$ cat src/rtl/data_send.sv
// -----------------------------------------------------------------------------
// data_send
//   AXI-Stream burst generator. A rising edge on start_send launches one burst
//   of eff_len beats (eff_len = len, or MAX_LEN when len is 0). Each beat
//   carries {burst_id, beat_idx}. The final beat has tlast set and uses the
//   captured last_keep; every other beat uses DEFAULT_KEEP. A one-cycle done
//   pulse follows acceptance of the final beat. burst_id advances once per
//   completed burst.
//
// Ports
//   aclk           in   clock, rising edge
//   aresetn        in   synchronous active-low reset
//   start_send     in   level request; a burst starts on its rising edge
//   len[7:0]       in   burst length in beats (0 = MAX_LEN), captured at start
//   last_keep[3:0] in   tkeep for the tlast beat, captured at start
//   m_axis_*       AXI-Stream master (tvalid/tready/tdata/tkeep/tlast)
//   busy           out  high from start acceptance until last beat accepted
//   done           out  one-cycle pulse after the last beat is accepted
// -----------------------------------------------------------------------------
module data_send #(
  parameter logic [3:0] DEFAULT_KEEP = 4'hF,
  parameter int         MAX_LEN      = 256
) (
  input  logic        aclk,
  input  logic        aresetn,
  input  logic        start_send,
  input  logic [7:0]  len,
  input  logic [3:0]  last_keep,
  output logic        m_axis_tvalid,
  input  logic        m_axis_tready,
  output logic [31:0] m_axis_tdata,
  output logic [3:0]  m_axis_tkeep,
  output logic        m_axis_tlast,
  output logic        busy,
  output logic        done
);

  localparam logic [1:0] ST_IDLE = 2'd0;
  localparam logic [1:0] ST_SEND = 2'd1;
  localparam logic [1:0] ST_DONE = 2'd2;

  logic [1:0]  state_q,     state_d;
  logic        start_dly_q;
  // Set once start_send has been seen low after reset, so a request held
  // high through reset release cannot launch a burst.
  logic        armed_q;
  logic [15:0] beat_idx_q,  beat_idx_d;
  logic [15:0] burst_id_q,  burst_id_d;
  logic [15:0] last_idx_q,  last_idx_d;
  logic [3:0]  last_keep_q, last_keep_d;
  logic        tvalid_q,    tvalid_d;
  logic [31:0] tdata_q,     tdata_d;
  logic [3:0]  tkeep_q,     tkeep_d;
  logic        tlast_q,     tlast_d;
  logic        busy_q,      busy_d;
  logic        done_q,      done_d;

  logic        rise;
  logic        xfer;
  logic [15:0] start_last_idx;
  logic [15:0] next_idx;
  logic        next_is_last;

  assign rise = start_send & ~start_dly_q & armed_q;
  assign xfer = tvalid_q & m_axis_tready;

  // Index of the final beat for a burst requested right now.
  assign start_last_idx = (len == 8'd0) ? 16'(MAX_LEN - 1)
                                        : ({8'd0, len} - 16'd1);
  assign next_idx       = beat_idx_q + 16'd1;
  assign next_is_last   = (next_idx == last_idx_q);

  // State and output registers
  always_ff @(posedge aclk) begin
    if (!aresetn) begin
      state_q     <= ST_IDLE;
      start_dly_q <= 1'b0;
      armed_q     <= 1'b0;
      beat_idx_q  <= 16'd0;
      burst_id_q  <= 16'd0;
      last_idx_q  <= 16'd0;
      last_keep_q <= 4'd0;
      tvalid_q    <= 1'b0;
      tdata_q     <= 32'd0;
      tkeep_q     <= 4'd0;
      tlast_q     <= 1'b0;
      busy_q      <= 1'b0;
      done_q      <= 1'b0;
    end else begin
      state_q     <= state_d;
      start_dly_q <= start_send;
      armed_q     <= armed_q | ~start_send;
      beat_idx_q  <= beat_idx_d;
      burst_id_q  <= burst_id_d;
      last_idx_q  <= last_idx_d;
      last_keep_q <= last_keep_d;
      tvalid_q    <= tvalid_d;
      tdata_q     <= tdata_d;
      tkeep_q     <= tkeep_d;
      tlast_q     <= tlast_d;
      busy_q      <= busy_d;
      done_q      <= done_d;
    end
  end

  // Next-state logic
  always_comb begin
    state_d = ST_IDLE;
    case (state_q)
      ST_IDLE: state_d = rise ? ST_SEND : ST_IDLE;
      ST_SEND: state_d = (xfer && tlast_q) ? ST_DONE : ST_SEND;
      ST_DONE: state_d = ST_IDLE;
      default: state_d = ST_IDLE;
    endcase
  end

  // Output / datapath next values
  always_comb begin
    beat_idx_d  = beat_idx_q;
    burst_id_d  = burst_id_q;
    last_idx_d  = last_idx_q;
    last_keep_d = last_keep_q;
    tvalid_d    = tvalid_q;
    tdata_d     = tdata_q;
    tkeep_d     = tkeep_q;
    tlast_d     = tlast_q;
    busy_d      = busy_q;
    done_d      = 1'b0;
    case (state_q)
      ST_IDLE: begin
        tvalid_d = 1'b0;
        tlast_d  = 1'b0;
        busy_d   = 1'b0;
        if (rise) begin
          last_idx_d  = start_last_idx;
          last_keep_d = last_keep;
          beat_idx_d  = 16'd0;
          tdata_d     = {burst_id_q, 16'd0};
          tvalid_d    = 1'b1;
          busy_d      = 1'b1;
          tlast_d     = (start_last_idx == 16'd0);
          tkeep_d     = (start_last_idx == 16'd0) ? last_keep : DEFAULT_KEEP;
        end
      end
      ST_SEND: begin
        // Without a transfer everything holds, keeping the beat stable.
        if (xfer) begin
          if (tlast_q) begin
            tvalid_d   = 1'b0;
            tlast_d    = 1'b0;
            busy_d     = 1'b0;
            done_d     = 1'b1;
            burst_id_d = burst_id_q + 16'd1;
          end else begin
            beat_idx_d = next_idx;
            tdata_d    = {burst_id_q, next_idx};
            tlast_d    = next_is_last;
            tkeep_d    = next_is_last ? last_keep_q : DEFAULT_KEEP;
          end
        end
      end
      ST_DONE: begin
        tvalid_d = 1'b0;
        tlast_d  = 1'b0;
        busy_d   = 1'b0;
      end
      default: begin
        tvalid_d = 1'b0;
        tlast_d  = 1'b0;
        busy_d   = 1'b0;
        tdata_d  = 32'd0;
        tkeep_d  = 4'd0;
      end
    endcase
  end

  assign m_axis_tvalid = tvalid_q;
  assign m_axis_tdata  = tdata_q;
  assign m_axis_tkeep  = tkeep_q;
  assign m_axis_tlast  = tlast_q;
  assign busy          = busy_q;
  assign done          = done_q;

endmodule
$ cat config.mk
export PLATFORM = sky130hd
export DESIGN_NAME = data_send
export DESIGN_NICKNAME = d
export VERILOG_FILES = /design/src/rtl/data_send.sv
export SDC_FILE = /design/constraint.sdc
export NUM_CORES = 1
export LEC_CHECK = 0
export CORE_MARGIN = 2
export CORE_UTILIZATION = 31
export DETAILED_ROUTE_END_ITERATION = 8
export GPL_TIMING_DRIVEN = 0
export PLACE_DENSITY = 0.58
export SLEW_MARGIN = 25
export SYNTH_ARGS = -nofsm -noshare
export SYNTH_HDL_FRONTEND = slang
export SYNTH_SLANG_ARGS = --single-unit
$ cat constraint.sdc
create_clock -name aclk -period 4.3 [get_ports aclk]
set_input_delay 0.86 -clock aclk [delete_from_list [all_inputs] [get_ports aclk]]
set_output_delay 0.86 -clock aclk [all_outputs]
set_load 0.03 [all_outputs]
== After elaboration in Yosys (flattened, before gate mapping) ==
Index checks and enable logic that the tools add are counted.

* Flip-flop bits (word level): 95
* Bits of input ports: 16
* Word-level logic and storage cells: 67

* Add/subtract/negate cells: 3
* Equality and inequality tests: 7
* Multiplexer cells: 27
* Bitwise operators: 7
* Reduce and logical (&&, ||, !) cells: 11

{| class="wikitable"
|+ Operators by type and width
! operator !! number
|-
| $mux 32 || 3
|-
| $pmux 32 s3 || 1
|-
| $mux 16 || 4
|-
| $add 16x1->16 const B || 2
|-
| $pmux 16 s2 || 1
|-
| $mux 4 || 5
|-
| $eq 16x16->1 || 1
|-
| $logic_not 16->1 || 1
|-
| $pmux 4 s3 || 1
|-
| $sub 8x1->9 const B || 1
|-
| $logic_not 8->1 || 1
|-
| $mux 1 || 8
|-
| $ne 2x2->1 const B || 4
|-
| $reduce_and 4->1 || 2
|-
| $reduce_and 3->1 || 2
|-
| $pmux 1 s2 || 2
|-
| $pmux 2 s2 || 1
|-
| $reduce_and 2->1 || 2
|-
| $and 1x1->1 || 3
|-
| $not 1->1 || 3
|-
| $eq 2x1->1 const B || 1
|-
| $eq 2x2->1 const B || 1
|-
| $logic_not 2->1 || 1
|-
| $mux 2 || 1
|-
| other kinds (3) || 3
|}

== Depth between registers and ports, before layout ==
Gate-level depths: netlist (run 1).

* Word-level depth: 6
* Mapped depth: 9

== Worst setup path before layout (run 1) ==
Ideal clock, no wire load.

* Path kind: in2reg
* Start point: input len[2]
* End point: register tlast_q (netlist: m_axis_tlast)
* Data arrival time: 2214 ps
* Data required time: 4184 ps
* Setup slack: 1970 ps
* Cell stages on the path: 7
* Buffers on the path: 0
* Cell sequence: or4_1 > nand4_1 > and4b_1 > nor2b_1 > a31oi_1 > nor3_1 > a41o_1

* Cells in the longest elaborated chain, start to end: 5
* Elaborated cells on any way between the ends: 6
* Classes of those cells: 1 x add/sub; 3 x mux; 2 x reduce/logical

{| class="wikitable"
|+ Ends and longest elaborated chain
! item !! line !! RTL
|-
| from (decl) || 27 || <nowiki>input logic [7:0] len,</nowiki>
|-
| $sub 8x1->9 / $logic_not 8->1 (equally long branches) || 69, 68 ||
|-
| $mux 16 (*) || 68 || <nowiki>assign start_last_idx = (len == 8'd0) ? 16'(MAX_LEN - 1)</nowiki>
|-
| $logic_not 16->1 (*) || 141 || <nowiki>tlast_d = (start_last_idx == 16'd0);</nowiki>
|-
| $mux 1 (*) || 134 || <nowiki>if (rise) begin</nowiki>
|-
| $pmux 1 s2 (*) || 129 || <nowiki>case (state_q)</nowiki>
|-
| to (signal assigned) || 100 || <nowiki>tlast_q <= tlast_d;</nowiki>
|-
| to (decl) || 54 || <nowiki>logic tlast_q, tlast_d;</nowiki>
|}

Mark *: on every way between the ends. The rest lies on a longest branch, timed or not.
A chain may end at the register's enable or synchronous reset.

== Final worst setup path (run 1) ==
* Start point: input len[0]
* End point: register tkeep_q[2] (netlist: m_axis_tkeep[2])

* Cells in the longest elaborated chain, start to end: 6
* Elaborated cells on any way between the ends: 7
* Classes of those cells: 1 x add/sub; 4 x mux; 2 x reduce/logical

{| class="wikitable"
|+ Ends and longest elaborated chain
! item !! line !! RTL
|-
| $sub 8x1->9 / $logic_not 8->1 (equally long branches) || 69, 68 ||
|-
| $mux 16 (*) || 68 ||
|-
| $logic_not 16->1 (*) || 142 || <nowiki>tkeep_d = (start_last_idx == 16'd0) ? last_keep : DEFAULT_KEEP;</nowiki>
|-
| $mux 4 (*) || 142 ||
|-
| $mux 4 (*) || 134 ||
|-
| $pmux 4 s3 (*) || 129 ||
|-
| to (signal assigned) || 99 || <nowiki>tkeep_q <= tkeep_d;</nowiki>
|-
| to (decl) || 53 || <nowiki>logic [3:0] tkeep_q, tkeep_d;</nowiki>
|}

Mark *: on every way between the ends. The rest lies on a longest branch, timed or not. The select of a mux whose other input is x is not followed.

==> flow_metrics.tcl, run 1 <==
set metrics [dict create \
    synth_edf_count 0 \
    cap_violations 0 \
    syn_inst 493 \
    netlist_area_mm2 0.00416 \
    skew_ps 7.90 \
    ir_drop_mv 0.166 \
    synthToLayoutAreaGrowth_pct 25.1 \
    dr.pass1.iters 6 \
    rsz0062_at_grt "false" \
    cp_max_fo 6 \
    place_congestion 0.871 \
    numCtsBuffers 9 \
    cts-root-buf "clkbuf_16" \
    drtIter0Drc 199 \
    syn_nets 514 \
    async_flop_share_pct 0 \
    setup_viol 0 \
    postCtsResizedCells 0 \
    synth_ff_type "dfxtp_1" \
    antenna_found_initial 0 \
    vias_per_cell 4.93 \
    num_rows 42 \
    powerDensity_mw_per_mm2 319 \
    p_clk_share_pct 43.4 \
    cts_tree "built" \
    diodes 0 \
    seqPwrFrac_pct 50.1 \
    grtUsageTotal_pct 15.7 \
    clkTransAtPathRegs_ps 60 \
    min_path_type "register to register" \
    ys_seq_elements 88 \
    setup_tns_ps 0 \
    switchingPower_w 0.000391 \
    endpoint_kind "register" \
    hold_violations 0 \
    synth.distinct_cells 60 \
    ant_nets 0 \
    worst_hold_slack_ps 453 \
    drc 0 \
    grt_first_pass_wirelength_um 17800 \
    fin_nets 580 \
    mostFrequentLayoutCells "dfxtp_1, nand2_1, clkdlybuf4s50_1" \
    p_leak_nw 1.77 \
    tightestPinTransition_ps 665 \
    period_share_pct 65.9 \
    core_mm2 0.0132 \
    switching_share_pct 23.6 \
    avgSynthCellArea_um2 8.43 \
    clock_latency_ps 330 \
    required_ps 4520 \
    grt_max_degree 15 \
    layout_commonest_cell "dfxtp_1" \
    internal-power_w 0.00127 \
    io_pins 56 \
    synth_warnings 0 \
    finalPower_w 0.00166 \
    placed_area_mm2 0.00493 \
    max_freq_ghz 0.353 \
    dieArea_mm2 0.0144 \
    final_max_slew_viol_count 0 \
    vias 3643 \
    fill_cells 1323 \
    status "finished clean" \
    cts.path.max_buffers 2 \
    drive_above_1_share_pct 6.04 \
    grt_pass1_vias 3604 \
    power_frac_comb_pct 6.5 \
    wl_per_cell_um 14.6 \
    dieWidth_um 120 \
    arrival_ps 3050 \
    fin_area_mm2 0.00520 \
    ys_seq_area_share_pct 42.4 \
    cts_sinks 88 \
    post-route-min-period_ps 2830 \
    cts_hold_buf 0 \
    start_util_pct 31.5 \
    critPathLaunchType "input pin" \
    wl_um 10800 \
    io_buffers 55 \
    hpwl_um 8130 \
    die_y_um 120 \
    gr-total-overflow 0 \
    worstSetupPathType "input pin to register" \
    relSlewSlack_pct 55.7 \
    post-cts-setup-buffers 0 \
    h-tree-depth 3 \
]
==> worst max-delay path, stage by stage <==
cell             delay, ps
clkdlybuf4s50_1        580
inv_1                   90
ha_1                   280
xnor2_1                260
nand4_1                120
and4b_1                340
nand2_1                140
o21a_1                 200
nor2b_1                100
a31oi_1                 80
==> stage by stage <==
| step | utilization, % | setup WS (ps) | std cells |
|---|---|---|---|
| 2_1_floorplan | - | 1970 | 493 |
| 3_3_place_gp | 37.4 | 1180 | 724 |
| 3_5_place_dp | 37.4 | 1130 | 724 |
| 4_1_cts | 39.4 | 1490 | 739 |
| 5_1_grt | 39.4 | 1280 | 739 |
| 6_report | 39.4 | 1470 | 739 |
==> cell usage after synthesis, types with 4 or more instances <==
cell / instances / area (µm²)
dfxtp_1: 88 / 1760
nand2_1: 76 / 285
a21oi_1: 43 / 215
nor2_1: 41 / 154
o21ai_0: 22 / 110
xor2_1: 19 / 166
a21boi_0: 18 / 135
xnor2_1: 18 / 158
clkbuf_1: 17 / 63.8
nand3b_1: 17 / 128
inv_1: 13 / 48.8
nand3_1: 9 / 45.0
nor3_1: 9 / 45.0
nor2b_1: 8 / 50.1
a21o_1: 7 / 52.6
buf_2: 6 / 30.0
nor4_1: 6 / 37.5
and3_1: 5 / 31.3
ha_1: 5 / 62.6
a22oi_1: 4 / 30.0
nand2b_1: 4 / 25.0
nand4_1: 4 / 25.0
or3_1: 4 / 25.0
==> layout make-up <==
| cell class | count | area (µm²) | share of cell area (%) |
|---|---|---|---|
| plain buffers | 25 | 105 | 2.02 |
| clock buffers | 10 | 239 | 4.59 |
| clock inverters | 5 | 33.8 | 0.650 |
| inverters | 13 | 48.8 | 0.938 |
| multi-input cells | 367 | 2240 | 43.1 |
| flip-flops and latches | 88 | 1760 | 33.9 |
| well taps | 176 | 220 | 4.23 |
| repair buffers | 55 | 551 | 10.6 |
==> cells by family (layout without fill, tap and decap cells) <==
family | after synthesis | in the layout | share of synthesized area (%)
and+or+nand+nor | 208 | 208 | 26.8
adders and majority gates | 5 | 5 | 1.50
DFF | 88 | 88 | 42.4
xor gates and xnor gates | 38 | 38 | 8.19
muxes | 1 | 1 | 0.241
buffers and inverters | 38 | 108 | 3.70
AOI/OAI and AO/OA | 115 | 115 | 17.2
==> worst paths after layout <==
| kind | startpoint | to | slack, ps | cells past startpoint |
|---|---|---|---|---|
| max | len[0] | m_axis_tkeep[2] | 1470 | 10 |
| min | m_axis_tdata[22] | m_axis_tdata[22] | 450 | 2 |
| max reg2reg | beat_idx_q[0] | m_axis_tlast | 1750 | 8 |
| min reg2reg | m_axis_tdata[22] | m_axis_tdata[22] | 450 | 2 |
==> per-layer routing <==
layer / GRT usage (%) / vias up / part of all wire, %
li1: - / 1837 / -
met1: 21.0 / 1704 / 46
met2: 24.5 / 85 / 46
met3: 3.33 / 17 / 5.6
met4: 6.76 / 0 / 2.2
met5: 0 / - / 0
==> registers in the layout (all words and copies together), names as in the netlist <==
name and flops:
armed_q 1, beat_idx_q 16, burst_id_q 16, busy 1, done 1, last_idx_q 9
last_keep_q 4, m_axis_tdata 32, m_axis_tkeep 4, m_axis_tlast 1, start_dly_q 1, state_q 2
==> power groups by stage <==
stage | Clock (W) | Sequential (W) | Combinational, W
after floorplan | 0 | 0.000852 | 0.0000573
after global placement | 0 | 0.000850 | 0.000108
after detailed placement | 0 | 0.000851 | 0.000109
after CTS | 0.000740 | 0.000832 | 0.000109
after global routing | 0.000773 | 0.000833 | 0.000119
final | 0.000720 | 0.000832 | 0.000109
No activity file was read; power rests on OpenSTA's default activity.
==> run 2, diff against run 1 <==
==> constraint.sdc (replaced) <==
create_clock -name aclk -period 2.8 [get_ports aclk]
set_input_delay 0.56 -clock aclk [delete_from_list [all_inputs] [get_ports aclk]]
set_output_delay 0.56 -clock aclk [all_outputs]
set_load 0.03 [all_outputs]
==> results of run 2 <==
The final DEF is identical to that of run 1. Status: finished clean.
Among the figures that moved: setup slack after placement 1130 ps -> -65.3 ps; setup slack after layout 1470 ps -> 246 ps; start point of the critical path len[0] -> beat_idx_q[0]; end point of the critical path m_axis_tkeep[2] -> m_axis_tlast; register-to-register setup slack 1750 ps -> 250 ps; total power 0.00166 W -> 0.00255 W; worst IR drop on VDD 0.166 mV -> 0.255 mV
==> run 3, diff against run 2 <==
--- a/config.mk
+++ b/config.mk
@@ -8,7 +8,6 @@
 export CORE_MARGIN = 2
 export CORE_UTILIZATION = 31
 export DETAILED_ROUTE_END_ITERATION = 8
-export GPL_TIMING_DRIVEN = 0
 export PLACE_DENSITY = 0.58
 export SLEW_MARGIN = 25
 export SYNTH_ARGS = -nofsm -noshare
==> flow_metrics.tcl, run 3 (synthesis gave the netlist of run 1 again) <==
set metrics [dict create \
    cp_max_fo 5 \
    h-tree-depth 3 \
    switchingPower_w 0.000622 \
    required_ps 3040 \
    instances_no_fill 731 \
    grt_pass1_vias 3466 \
    critPathLaunchType "register" \
    setup_tns_ps 0 \
    dieArea_mm2 0.0144 \
    finalPower_w 0.00259 \
    layout_commonest_cell "dfxtp_1" \
    powerDensity_mw_per_mm2 494 \
    antenna_found_initial 0 \
    drc 0 \
    skew_ps 9.56 \
    timing.rr.start "beat_idx_q[1]" \
    num_rows 42 \
    worstSetupPathType "register to register" \
    r2r_setup_slack_ps 380 \
    max_freq_ghz 0.414 \
    ant_nets 0 \
    dieWidth_um 120 \
    status "finished clean" \
    wl_per_cell_um 13.9 \
    start_util_pct 31.5 \
    grt_max_degree 58 \
    reg2reg_depth 8 \
    cts_tree "built" \
    ir_drop_mv 0.221 \
    final_util_pct 39.7 \
    timing.final.ws_setup_ps 383 \
    worstReg2RegEnd "m_axis_tlast" \
    holdCritStartpoint "m_axis_tdata[24]" \
    p_leak_nw 1.81 \
    vias 3574 \
    endpoint_kind "register" \
    cts_hold_buf 0 \
    place_congestion 0.863 \
    tightestPinTransition_ps 505 \
    synthToLayoutAreaGrowth_pct 26.0 \
    vias_per_cell 4.89 \
    diodes 0 \
    cap_violations 0 \
    largest_reg_flops 32 \
    seq_area_mm2 0.00176 \
    min_path_type "register to register" \
    whs_path_depth 2 \
    hpwl_um 7370 \
    wl_um 10100 \
    grtUsageTotal_pct 14.6 \
    period_share_pct 86.3 \
    post-cts-setup-buffers 0 \
    mostFrequentLayoutCells "dfxtp_1, nand2_1, clkdlybuf4s50_1" \
    final_max_slew_viol_count 0 \
    max_stage_delay_ps 430 \
    clock_latency_ps 350 \
    dp_slack_ps 59.0 \
    switching_share_pct 24.1 \
    postCtsResizedCells 0 \
    setup_viol 0 \
    hold_violations 0 \
    slowest_stage "dfxtp_1" \
    clkTransAtPathRegs_ps 70 \
    drtIter0Drc 194 \
    fill_cells 1328 \
    arrival_ps 2660 \
    whs_endpoint "m_axis_tdata[24]" \
    rsz0062_at_grt "false" \
    grt_first_pass_wirelength_um 16800 \
    gr-total-overflow 0 \
    core_mm2 0.0132 \
    drive_above_1_share_pct 7.93 \
    dpl.cell_count 715 \
    cts_sinks 88 \
    internal-power_w 0.00196 \
    io_pins 56 \
    crit_chain "ha_1, nand3_2, or3_4, xnor2_2, and3_1, nor4b_2, a41o_2, a41o_1" \
    io_buffers 55 \
    seqPwrFrac_pct 49.4 \
    multi_input_area_mm2 0.00224 \
    p_clk_share_pct 44.2 \
    die_y_um 120 \
    cts.path.max_buffers 2 \
    fin_nets 571 \
    post-route-min-period_ps 2420 \
    cts-root-buf "clkbuf_16" \
    numCtsBuffers 9 \
    dr.pass1.iters 5 \
    relSlewSlack_pct 66.0 \
    power_frac_comb_pct 6.4 \
]
## run 3: cell types whose count changed in the layout (fill, tap and decap cells not counted)
| cell | delta |
|---|---|
| buf_4 | +14 |
| clkbuf_1 | -17 |
| inv_6 | +2 |
| buf_1 | -1 |
| clkinv_4 | -1 |
| buf_12 | +1 |
| buf_2 | -6 |
## run 3: how the worst max path moves through the flow
stage,cells past startpoint,start,end,slack (ps)
finish,8,beat_idx_q[1],m_axis_tlast,380
global route,10,len[0],m_axis_tkeep[1],180
CTS,8,beat_idx_q[1],m_axis_tlast,380
detailed placement,10,len[0],m_axis_tkeep[1],60
global placement,10,len[0],m_axis_tkeep[2],150
floorplan,8,beat_idx_q[0],m_axis_tlast,590
## run 3: per-layer routing
metal	vias up	wire [µm]	GRT usage, %
li1	1820	-	-
met4	0	188	5.74
met3	14	364	3.28
met1	1678	4720	18.4
met5	-	0	0
met2	62	4850	24.4
## run 3: power by group through the flow
stage               Clock, W  Sequential (W)  Combinational [W]
finish               0.00114         0.00128           0.000167
global placement           0         0.00131           0.000165
global route         0.00121         0.00128           0.000184
floorplan                  0         0.00131          0.0000880
detailed placement         0         0.00131           0.000167
CTS                  0.00117         0.00128           0.000168
## run 3: worst max-delay path, delay by kind of cell, from the launching register on
family                     cells  cell delay, ps
and+or+nand+nor                4             900
adders and majority gates      1             300
xor gates and xnor gates       1             160
DFF                            1             430
AOI/OAI and AO/OA              2             520
## run 3: final cells by class
type | count | share of cell area (%)
multi-input combinational | 367 | 42.8
sequential | 88 | 33.6
timing repair buffer | 71 | 13.0
clock buffer | 10 | 4.56
tap | 176 | 4.20
inverter | 13 | 0.932
clock inverter | 6 | 0.812
## run 3: stage by stage
step | hold WS (ps) | instance area (µm²)
floorplan | 430 | 4160
global placement | 439 | 4960
detailed placement | 447 | 4960
CTS | 455 | 5240
global route | 471 | 5240
finish | 449 | 5240
